**config.mk**
```make
export PLATFORM = sky130hd
export DESIGN_NAME = lpc_frame_sequencer_flat
export DESIGN_NICKNAME = d
export VERILOG_FILES = /design/src/rtl/lpc_frame_sequencer_if.sv /design/src/rtl/lpc_frame_sequencer.sv /design/src/flat_wrapper.sv
export SDC_FILE = /design/constraint.sdc
export NUM_CORES = 1
export LEC_CHECK = 0
export ABC_CLOCK_PERIOD_IN_PS = 2900
export CAP_MARGIN = 25
export CORE_MARGIN = 2
export CORE_UTILIZATION = 35
export CTS_CLUSTER_SIZE = 25
export DETAILED_ROUTE_END_ITERATION = 10
export PLACE_DENSITY = 0.73
export SKIP_CTS_REPAIR_TIMING = 1
export SLEW_MARGIN = 20
export SYNTH_ARGS = -nofsm -noshare
export SYNTH_HDL_FRONTEND = slang
export SYNTH_SLANG_ARGS = --single-unit
```
**constraint.sdc**
```tcl
create_clock -name clk_i -period 2.9 [get_ports clk_i]
set_input_delay 0.58 -clock clk_i [delete_from_list [all_inputs] [get_ports clk_i]]
set_output_delay 0.58 -clock clk_i [all_outputs]
set_load 0.02 [all_outputs]
```
**src/rtl/lpc_frame_sequencer_if.sv**
```systemverilog
// Signal bundle between the LPC frame sequencer, the audio front end,
// the bitstream packer and the encoder core's register ports.
interface lpc_frame_sequencer_if #(
  parameter int ORDER = 10
);
  logic             in_valid;
  logic             in_ready;
  logic [15:0]      in_data;
  logic             out_valid;
  logic             out_ready;
  logic [31:0]      out_data;
  logic             out_type;
  logic             out_last;
  logic             start;
  logic             rfin;
  logic             rready;
  logic             x_wen;
  logic [7:0]       x_waddr;
  logic [15:0]      x_din;
  logic [7:0]       residue_raddr;
  logic [15:0]      residue_dout;
  logic [ORDER-1:0] a_rsel;
  logic [31:0]      a_dout;
  logic             busy;
  logic [15:0]      frame_cnt;

  modport master (
    input  in_valid, in_data, out_ready, rready, residue_dout, a_dout,
    output in_ready, out_valid, out_data, out_type, out_last, start, rfin,
           x_wen, x_waddr, x_din, residue_raddr, a_rsel, busy, frame_cnt
  );

  modport slave (
    output in_valid, in_data, out_ready, rready, residue_dout, a_dout,
    input  in_ready, out_valid, out_data, out_type, out_last, start, rfin,
           x_wen, x_waddr, x_din, residue_raddr, a_rsel, busy, frame_cnt
  );
endinterface

```
**src/rtl/lpc_frame_sequencer.sv**
```systemverilog
// Frame scheduler for the LPC encoder: fills one frame of samples, launches
// the core, drains coefficients then residues, and releases the core.
module lpc_frame_sequencer #(
  parameter int FRAME_LEN = 160,
  parameter int ORDER     = 10
) (
  input  logic                 clk_i,
  input  logic                 reset_i,
  lpc_frame_sequencer_if.master bus
);
  localparam logic [7:0]       LAST_SAMPLE = 8'(FRAME_LEN - 1);
  localparam logic [7:0]       LAST_COEF   = 8'(ORDER - 1);
  localparam logic [ORDER-1:0] SEL_ONE     = {{(ORDER-1){1'b0}}, 1'b1};

  typedef enum logic [2:0] {
    S_FILL    = 3'd0,
    S_LAUNCH  = 3'd1,
    S_WAIT    = 3'd2,
    S_DRAIN_A = 3'd3,
    S_DRAIN_R = 3'd4,
    S_RELEASE = 3'd5
  } state_e;

  state_e           state_q, state_d;
  logic [7:0]       idx_q, idx_d;
  logic [15:0]      frame_cnt_q, frame_cnt_d;
  logic             in_ready_q, busy_q, start_q, rfin_q;
  logic             out_valid_q, out_type_q, out_last_q;
  logic [ORDER-1:0] a_rsel_q;
  logic [7:0]       raddr_q;
  logic             x_wen_s, hs_s;

  assign x_wen_s = in_ready_q & bus.in_valid;
  assign hs_s    = out_valid_q & bus.out_ready;

  // Next state and index; the index only advances on an accepted sample or beat.
  always_comb begin
    state_d     = state_q;
    idx_d       = idx_q;
    frame_cnt_d = frame_cnt_q;
    case (state_q)
      S_FILL: begin
        if (x_wen_s) begin
          if (idx_q == LAST_SAMPLE) begin
            idx_d   = 8'd0;
            state_d = S_LAUNCH;
          end else begin
            idx_d = idx_q + 8'd1;
          end
        end else begin
          idx_d = idx_q;
        end
      end
      S_LAUNCH: state_d = S_WAIT;
      S_WAIT: begin
        if (bus.rready) begin
          idx_d   = 8'd0;
          state_d = S_DRAIN_A;
        end else begin
          state_d = S_WAIT;
        end
      end
      S_DRAIN_A: begin
        if (hs_s) begin
          if (idx_q == LAST_COEF) begin
            idx_d   = 8'd0;
            state_d = S_DRAIN_R;
          end else begin
            idx_d = idx_q + 8'd1;
          end
        end else begin
          idx_d = idx_q;
        end
      end
      S_DRAIN_R: begin
        if (hs_s) begin
          if (idx_q == LAST_SAMPLE) begin
            idx_d   = 8'd0;
            state_d = S_RELEASE;
          end else begin
            idx_d = idx_q + 8'd1;
          end
        end else begin
          idx_d = idx_q;
        end
      end
      S_RELEASE: begin
        idx_d       = 8'd0;
        frame_cnt_d = frame_cnt_q + 16'd1;
        state_d     = S_FILL;
      end
      default: begin
        idx_d   = 8'd0;
        state_d = S_FILL;
      end
    endcase
  end

  // State register; control outputs are registered from the next state.
  always_ff @(posedge clk_i) begin
    if (reset_i) begin
      state_q     <= S_FILL;
      idx_q       <= 8'd0;
      frame_cnt_q <= 16'd0;
      in_ready_q  <= 1'b1;
      busy_q      <= 1'b0;
      start_q     <= 1'b0;
      rfin_q      <= 1'b0;
      out_valid_q <= 1'b0;
      out_type_q  <= 1'b0;
      out_last_q  <= 1'b0;
      a_rsel_q    <= {ORDER{1'b0}};
      raddr_q     <= 8'd0;
    end else begin
      state_q     <= state_d;
      idx_q       <= idx_d;
      frame_cnt_q <= frame_cnt_d;
      in_ready_q  <= (state_d == S_FILL);
      busy_q      <= (state_d != S_FILL);
      start_q     <= (state_d == S_LAUNCH);
      rfin_q      <= (state_d == S_RELEASE);
      out_valid_q <= (state_d == S_DRAIN_A) || (state_d == S_DRAIN_R);
      out_type_q  <= (state_d == S_DRAIN_R);
      out_last_q  <= (state_d == S_DRAIN_R) && (idx_d == LAST_SAMPLE);
      a_rsel_q    <= (state_d == S_DRAIN_A) ? (SEL_ONE << idx_d) : {ORDER{1'b0}};
      raddr_q     <= (state_d == S_DRAIN_R) ? idx_d : 8'd0;
    end
  end

  // Beat data follows the registered selects; residues are sign-extended.
  always_comb begin
    if (!out_valid_q) begin
      bus.out_data = 32'd0;
    end else if (out_type_q) begin
      bus.out_data = {{16{bus.residue_dout[15]}}, bus.residue_dout};
    end else begin
      bus.out_data = bus.a_dout;
    end
  end

  assign bus.in_ready      = in_ready_q;
  assign bus.busy          = busy_q;
  assign bus.start         = start_q;
  assign bus.rfin          = rfin_q;
  assign bus.out_valid     = out_valid_q;
  assign bus.out_type      = out_type_q;
  assign bus.out_last      = out_last_q;
  assign bus.a_rsel        = a_rsel_q;
  assign bus.residue_raddr = raddr_q;
  assign bus.frame_cnt     = frame_cnt_q;
  assign bus.x_wen         = x_wen_s;
  assign bus.x_waddr       = x_wen_s ? idx_q : 8'd0;
  assign bus.x_din         = x_wen_s ? bus.in_data : 16'd0;
endmodule

```
**src/flat_wrapper.sv**
```systemverilog
// flat-port wrapper written by rule: the top's interface ports become plain ports
module lpc_frame_sequencer_flat 
#(
  parameter int FRAME_LEN = 160,
  parameter int ORDER     = 10
)
  (clk_i, reset_i, bus_in_valid, bus_in_data, bus_out_ready, bus_rready, bus_residue_dout, bus_a_dout, bus_in_ready, bus_out_valid, bus_out_data, bus_out_type, bus_out_last, bus_start, bus_rfin, bus_x_wen, bus_x_waddr, bus_x_din, bus_residue_raddr, bus_a_rsel, bus_busy, bus_frame_cnt);
  lpc_frame_sequencer_if #(.ORDER(ORDER)) bus_i ();
  input  logic clk_i;
  input  logic reset_i;
  input wire logic [$bits(bus_i.in_valid)-1:0] bus_in_valid;
  input wire logic [$bits(bus_i.in_data)-1:0] bus_in_data;
  input wire logic [$bits(bus_i.out_ready)-1:0] bus_out_ready;
  input wire logic [$bits(bus_i.rready)-1:0] bus_rready;
  input wire logic [$bits(bus_i.residue_dout)-1:0] bus_residue_dout;
  input wire logic [$bits(bus_i.a_dout)-1:0] bus_a_dout;
  output wire logic [$bits(bus_i.in_ready)-1:0] bus_in_ready;
  output wire logic [$bits(bus_i.out_valid)-1:0] bus_out_valid;
  output wire logic [$bits(bus_i.out_data)-1:0] bus_out_data;
  output wire logic [$bits(bus_i.out_type)-1:0] bus_out_type;
  output wire logic [$bits(bus_i.out_last)-1:0] bus_out_last;
  output wire logic [$bits(bus_i.start)-1:0] bus_start;
  output wire logic [$bits(bus_i.rfin)-1:0] bus_rfin;
  output wire logic [$bits(bus_i.x_wen)-1:0] bus_x_wen;
  output wire logic [$bits(bus_i.x_waddr)-1:0] bus_x_waddr;
  output wire logic [$bits(bus_i.x_din)-1:0] bus_x_din;
  output wire logic [$bits(bus_i.residue_raddr)-1:0] bus_residue_raddr;
  output wire logic [$bits(bus_i.a_rsel)-1:0] bus_a_rsel;
  output wire logic [$bits(bus_i.busy)-1:0] bus_busy;
  output wire logic [$bits(bus_i.frame_cnt)-1:0] bus_frame_cnt;
  assign bus_i.in_valid = bus_in_valid;
  assign bus_i.in_data = bus_in_data;
  assign bus_i.out_ready = bus_out_ready;
  assign bus_i.rready = bus_rready;
  assign bus_i.residue_dout = bus_residue_dout;
  assign bus_i.a_dout = bus_a_dout;
  assign bus_in_ready = bus_i.in_ready;
  assign bus_out_valid = bus_i.out_valid;
  assign bus_out_data = bus_i.out_data;
  assign bus_out_type = bus_i.out_type;
  assign bus_out_last = bus_i.out_last;
  assign bus_start = bus_i.start;
  assign bus_rfin = bus_i.rfin;
  assign bus_x_wen = bus_i.x_wen;
  assign bus_x_waddr = bus_i.x_waddr;
  assign bus_x_din = bus_i.x_din;
  assign bus_residue_raddr = bus_i.residue_raddr;
  assign bus_a_rsel = bus_i.a_rsel;
  assign bus_busy = bus_i.busy;
  assign bus_frame_cnt = bus_i.frame_cnt;
  lpc_frame_sequencer #(.FRAME_LEN(FRAME_LEN), .ORDER(ORDER)) u_core (.clk_i(clk_i), .reset_i(reset_i), .bus(bus_i));
endmodule
```
==> Word-level counts from Yosys, hierarchy flattened <==
Index checks and enable logic that the tools add are counted.
{ "word_totals": {"romBits": 0, "ff_bits": 52, "ramBits": 0, "latch_bits": 0, "mem_count": 0, "wordCells": 57, "in_bits": 69} }
{ "classes": {"mul": 0, "eq_ne": 12, "reduce_logical": 7, "n_lt_le_gt_ge": 0, "n_addsub": 2, "mux": 19, "shift": 1, "div_mod_pow": 0, "n_bitwise": 4} }
{ "ops": {"columns": ["operator", "n"], "rows": [
  ["two-way mux 32 bit", 2],
  ["two-way mux 8 bit", 7],
  ["case mux 8 bit (5 select lines)", 1],
  ["two-way mux 3 bit", 6],
  ["adder 16 x 1 -> 16 bit (second input constant)", 1],
  ["equality test 8 bit (second input constant)", 2],
  ["two-way mux 16 bit", 1],
  ["case mux 3 bit (5 select lines)", 1],
  ["equality test 3 bit (second input constant)", 4],
  ["left shift 1 x 8 -> 10 bit (first input constant)", 1],
  ["equality test 3 x 2 -> 1 bit (second input constant)", 3],
  ["adder 8 x 1 -> 8 bit (second input constant)", 1],
  ["equality test 8 x 4 -> 1 bit (second input constant)", 1],
  ["equality test 3 x 1 -> 1 bit (second input constant)", 2],
  ["zero test 3 bit", 2],
  ["OR reduction 2 bit", 2],
  ["nonzero test 3 bit", 1],
  ["bitwise AND 1 bit", 2],
  ["inverter 1 bit", 2],
  ["logical AND 1 bit", 1],
  ["logical OR 1 bit", 1],
  ["two-way mux 1 bit", 1]
]} }

==> Depth between registers and ports, before layout <==
Gate-level depths: netlist of the first run.
{ "depth": {"depth_word": 7, "mapped_depth": 10, "ltp_nobuf": 9} }

==> Least setup slack after synthesis of the first run <==
No wires, ideal clock.
{ "synth_path": {"path_type": "register -> register", "start": "reg u_core.idx_q[0]", "end": "reg u_core.a_rsel_q[0], in the netlist u_core.bus.a_rsel[0]", "stages_incl_launch_ff": 9, "setup_time_ns": 0.092, "t_required_ns": 2.808, "arrival_time_ns": 2.299, "setup_slack_ns": 0.510, "path_cell_list": "dfxtp_1 -> ha_1 -> or4b_4 -> o211ai_4 -> nand2_2 -> a21o_1 -> a221oi_4 -> nand3_4 -> nor4_1"} }
{ "synth_via": {"elab_chain_cells": 7} }
{ "synth_rtl": {"columns": ["item", "line", "source"], "rows": [
  ["from (decl)", "lpc_frame_sequencer.sv:25", "logic [7:0] idx_q, idx_d;"],
  ["from (signal assigned)", "lpc_frame_sequencer.sv:116", "idx_q <= idx_d;"],
  ["parallel branches: the longest is 7 deep, another holds adder 8 x 1 -> 8 bit", null, null],
  ["to (signal assigned)", "lpc_frame_sequencer.sv:112", "a_rsel_q <= {ORDER{1'b0}};"],
  ["to (signal assigned)", "lpc_frame_sequencer.sv:125", "a_rsel_q <= (state_d == S_DRAIN_A) ? (SEL_ONE << idx_d) : {ORDER{1'b0}};"],
  ["to (decl)", "lpc_frame_sequencer.sv:29", "logic [ORDER-1:0] a_rsel_q;"]
]} }
Several ways; the timed one is not identified.
A chain may end at the register's enable or synchronous reset.

==> Worst setup path in the final report of the first run <==
{ "layout_path": {"start": "in bus_in_valid", "end": "out bus_x_waddr[1]"} }
{ "layout_via": {"elab_chain_cells": 2} }
{ "layout_rtl": {"columns": ["item", "line", "source"], "rows": [
  ["from (decl)", "flat_wrapper.sv:11", "input wire logic [$bits(bus_i.in_valid)-1:0] bus_in_valid;"],
  ["bitwise AND 1 bit", "lpc_frame_sequencer.sv:33", "assign x_wen_s = in_ready_q & bus.in_valid;"],
  ["two-way mux 8 bit", "lpc_frame_sequencer.sv:152", "assign bus.x_waddr = x_wen_s ? idx_q : 8'd0;"],
  ["to (decl)", "flat_wrapper.sv:25", "output wire logic [$bits(bus_i.x_waddr)-1:0] bus_x_waddr;"]
]} }
No other way between the ends.

==> reports/metrics.cfg, run 1 <==
[timing]
fmax_mhz=352
worstMarginPinSlew_ps=621
grt_setup_unrepaired=no
period_share_pct=98.1
slew_headroom_pct=57.5
fin_crit_ps=2840
hold_viol_final=0
setup_tns_ps=0
skew_ps=7.17
setup_ws_ps=56.5
slew_violations=0
setup_viol=0

[logic_synthesis]
ys.flop_type=dfxtp_1
synth.distinct_cells=59
synth_cells=376
synth_nets=448
ys_warn_count=0
syn_area_um2=3130
synthArstFlopShare_pct=0
synth-seq-cells=52
ys_seq_area_share_pct=33.3
synth_edf_count=0
avgSynthCellArea_um2=8.32

[clock_network]
numCtsBuffers=5
htreeDepth=2
clk_path_buf_depth=2
clkTransAtPathRegs_ps=90
tritoncts=yes
cts_root_buf=clkbuf_8
cts.sinks=52
insertion_delay_ps=310

[detailed_routing]
wl_mm=10.0
firstDrtPassIters=4
drt_iter0_drc=166
wl_per_cell_um=15.4
antenna_left=0
drc_errors=0
via_count=3337
vias_per_cell=5.13

[finish]
final-seq-area_um2=1040
layout.nets=615
multi_input_area_um2=1920
nFillCells=810
drive_gt1_share_pct=10.5
num_antenna_cells=0
layout_common_cells=166 x clkdlybuf4s50_1, 51 x dfxtp_1, 40 x nor2_1
finalNonFillerCells=651
area_growth_syn_to_layout_pct=62.0
final_common_cell=clkdlybuf4s50_1

[placement]
portBuffers=166
hpwl_mm=7.79
gp_congestion=0.929
post-place-ws_ps=16.2
dp_cells=644

[worst_setup_path]
path_max_fanout=7
critical_path.most_common_cell=clkdlybuf4s50_1
cp.required_ps=2320
crit_type=in -> out
arrival_ps=2260
worstPathCellList=clkdlybuf4s50_1, nand2_1, buf_4, nor2_1, clkdlybuf4s50_1
startpoint_type=primary input
cp_slowest_stage_delay_ps=630
end_kind=output pin
cpMaxStageDelayCell=clkdlybuf4s50_1

[global_routing]
grt_use_total_pct=19.8
grt_pass1_vias=3268
busiest_layer=met2
grt_use_met2_pct=34.6
grt_max_degree=30
antenna_found_initial=0
grt_pass1_wl_mm=16.1
met3_usage_pct=5.18
gr-usage-met1_pct=24.2
gr-total-overflow=0

[floorplanning]
core_um2=8680
ioPinCount=167
start_util_pct=36.0
row_count=34
die_w_um=98.5
die-area_um2=9710
die_h_um=98.5

[min_path]
worst_hold_path_type=reg -> reg

[power]
vdd_ir_drop_max_mv=0.198
p_leak_nw=1.89
power_density_nw_per_um2=300
power.total_mw=1.52

[status]
status=completed

[job]
maxCapViolations=0

[per-stage QoR]
stage               hold slack (ps)  util [%]  instance area (um2)
floorplan                       548         -                 3130
global placement                482      56.7                 4920
detailed placement              502      56.7                 4920
CTS                             519      58.2                 5050
global route                    564      58.4                 5060
finish                          520      58.4                 5060
[power by group]
| group | internal (mW) | switching [mW] | total, mW | leakage (nW) |
|---|---|---|---|---|
| Sequential | 0.716 | 0.00396 | 0.720 | 0.419 |
| Combinational | 0.137 | 0.0875 | 0.224 | 1.41 |
| Clock | 0.340 | 0.233 | 0.573 | 0.0642 |
[synth_stat cells (9+ instances only)]
cell type  number  share of area (%)
a21boi_0       17                4.1
nand3_1         9                1.4
clkbuf_1       16                1.9
nor2_1         41                4.9
mux2i_1        16                5.1
dfxtp_1        52                 33
inv_1          10                1.2
nand2b_1       19                3.8
nand2_1        21                2.5
nor3_1         10                1.6
nor2b_1        23                4.6
a21oi_1        13                2.1
and3_1         23                4.6
[state kept, by name, indices dropped and copies added, names as in the netlist]
| register | count |
|---|---|
| u_core.bus.frame_cnt | 16 |
| u_core.bus.a_rsel | 10 |
| u_core.bus.residue_raddr | 8 |
| u_core.idx_q | 8 |
| u_core.state_q | 3 |
| u_core.bus.busy | 1 |
| u_core.bus.in_ready | 1 |
| u_core.bus.out_last | 1 |
| u_core.bus.out_type | 1 |
| u_core.bus.out_valid | 1 |
| u_core.bus.rfin | 1 |
| u_core.bus.start | 1 |
[final timing paths]
path / startpoint / to / slack [ps] / cells past startpoint
worst max-delay path: bus_in_valid / bus_x_waddr[1] / 60 / 5
worst min-delay path: u_core.bus.frame_cnt[5] / u_core.bus.frame_cnt[5] / 520 / 2
worst max register to register: u_core.idx_q[1] / u_core.bus.a_rsel[9] / 250 / 10
worst min register to register: u_core.bus.frame_cnt[5] / u_core.bus.frame_cnt[5] / 520 / 2
[worst max-delay path: cells and delay by family]
kind / cells / cell delay, ps
buffers and inverters: 3 / 1370
AND/OR/NAND/NOR: 2 / 310
[metal layers]
| metal | vias to the layer above | share of wire [%] |
|---|---|---|
| li1 | 1650 | - |
| met1 | 1529 | 42 |
| met2 | 141 | 49 |
| met3 | 17 | 7.7 |
| met4 | 0 | 1.8 |
| met5 | - | 0 |
[cells by family (layout without fill, tap and decap cells)]
family	count (synthesis)	after routing	share of synthesized area, %
and+or+nand+nor	187	187	34.0
AOI/OAI and AO/OA	72	72	17.5
DFF	52	52	33.3
buffers and inverters	35	202	5.76
muxes	16	16	5.12
xor gates and xnor gates	11	11	3.08
adders and majority gates	3	3	1.20
[cell type report]
| type | instances | area share [%] |
|---|---|---|
| well taps | 108 | 2.67 |
| inverters | 10 | 0.741 |
| clock buffers | 5 | 1.36 |
| repair buffers | 185 | 35.6 |
| multi-input cells | 289 | 37.8 |
| clock inverters | 2 | 1.19 |
| flip-flops and latches | 52 | 20.6 |
Note: power is estimated with default switching activity, not from simulation.
==> run 2, diff against run 1 <==
--- a/config.mk
+++ b/config.mk
@@ -12,6 +12,7 @@
 export CTS_CLUSTER_SIZE = 25
 export DETAILED_ROUTE_END_ITERATION = 10
 export PLACE_DENSITY = 0.73
+export REMOVE_ABC_BUFFERS = 1
 export SKIP_CTS_REPAIR_TIMING = 1
 export SLEW_MARGIN = 20
 export SYNTH_ARGS = -nofsm -noshare
==> reports/metrics.cfg, run 2 (same netlist as run 1, synthesis figures left out) <==
[status]
status=completed

[worst_setup_path]
r2r_end=u_core.bus.a_rsel[9]
end_kind=output pin
worstPathCellList=clkdlybuf4s50_1, nand2_1, buf_4, nor2_1, clkdlybuf4s50_1
cp_slowest_stage_delay_ps=610
critPathTopFamily=buffers and inverters
startpoint_type=primary input
timing.rr.start=u_core.idx_q[1]
crit_type=in -> out
r2r_cells=10
path_max_fanout=6
crit_buf_inv=3
arrival_ps=2180
rrSetupSlack_ps=200
cp.required_ps=2320
crit_path_end=bus_x_waddr[1]
critical_path.most_common_cell=clkdlybuf4s50_1
cpMaxStageDelayCell=clkdlybuf4s50_1
cp_num_cells=5
crit_start=bus_in_valid

[floorplanning]
die_w_um=98.5
start_util_pct=36.0
core_um2=8680
die_h_um=98.5
die-area_um2=9710
row_count=34
ioPinCount=167

[power]
power_density_nw_per_um2=291
vdd_ir_drop_max_mv=0.250
p_leak_nw=1.86

[finish]
area_growth_syn_to_layout_pct=60.4
largest_reg_flops=16
finalNonFillerCells=647
layout.nets=610
num_antenna_cells=0
layout_common_cells=166 x clkdlybuf4s50_1, 52 x dfxtp_1, 41 x nor2_1
drive_gt1_share_pct=9.28
final_common_cell=clkdlybuf4s50_1

[clock_network]
clkTransAtPathRegs_ps=90
htreeDepth=2
numCtsBuffers=5
cts_root_buf=clkbuf_8
clk_path_buf_depth=2
insertion_delay_ps=310
cts.sinks=52
tritoncts=yes

[timing]
fin_crit_ps=2760
period_share_pct=95.2
setup_viol=0
hold_viol_final=0
slew_violations=0
whs_ps=505
fmax_mhz=362
grt_setup_unrepaired=no
worstMarginPinSlew_ps=708
slew_headroom_pct=51.6
skew_ps=7.22

[placement]
hpwl_mm=8.78
dp_cells=639
portBuffers=166
gp_congestion=0.995

[detailed_routing]
wl_mm=11.0
via_count=3370
firstDrtPassIters=4
vias_per_cell=5.21
antenna_left=0
drc_errors=0
drt_iter0_drc=195
wl_per_cell_um=17.0

[min_path]
worst_hold_path_type=reg -> reg
whs_path_depth=2

[job]
maxCapViolations=0

[global_routing]
grt_use_total_pct=21.9
gr-total-overflow=0
antenna_found_initial=0
grt_pass1_vias=3195
grt_max_degree=34
grt_pass1_wl_mm=17.1

[run 2: final cells by class]
| type | instances | area [um2] |
|---|---|---|
| tap | 108 | 135 |
| clock buffer | 5 | 68.8 |
| timing repair buffer | 180 | 1780 |
| multi-input combinational | 289 | 1910 |
| sequential | 52 | 1040 |
| fill | 782 | 3660 |
| inverter | 10 | 37.5 |
| clock inverter | 3 | 46.3 |
[run 2: worst min-delay path by stage]
stage,end,slack [ps],from
after global routing,u_core.bus.frame_cnt[13],530,u_core.bus.frame_cnt[13]
final,u_core.bus.frame_cnt[5],500,u_core.bus.frame_cnt[5]
after CTS,u_core.bus.frame_cnt[5],500,u_core.bus.frame_cnt[5]
after global placement,u_core.bus.frame_cnt[7],480,u_core.bus.frame_cnt[7]
after floorplan,u_core.bus.frame_cnt[5],560,u_core.bus.frame_cnt[5]
after detailed placement,u_core.bus.frame_cnt[5],490,u_core.bus.frame_cnt[5]
[run 2: layer usage]
layer | up-vias | track usage (%) | part of all wire (%)
li1 | 1646 | - | -
met1 | 1564 | 27.3 | 42
met2 | 144 | 38.5 | 49
met3 | 16 | 3.55 | 6.5
met4 | 0 | 7.06 | 2.5
met5 | - | 0 | 0
[run 2: metrics by stage]
step	setup TNS, ps	instance area (um2)	power (mW)	setup WS (ps)	utilization [%]
finish	0	5020	1.46	140	57.8
global route	0	5020	1.52	40.4	57.8
CTS	-154	5010	1.48	-154	57.8
detailed placement	-156	4900	0.965	-156	56.4
global placement	-149	4900	0.963	-149	56.4
floorplan	0	2980	0.806	231	-
[run 2: report_power, final]
group | internal (mW) | leakage (nW) | switching [mW]
Sequential | 0.716 | 0.419 | 0.00338
Clock | 0.260 | 0.0548 | 0.249
Combinational | 0.136 | 1.39 | 0.0938
Total | 1.11 | 1.86 | 0.346
[run 2: tightest hold or removal path, delay by kind of cell, from the launching register on]
family | cells | cell delay, ps
compound gates | 2 | 130
flops | 1 | 340
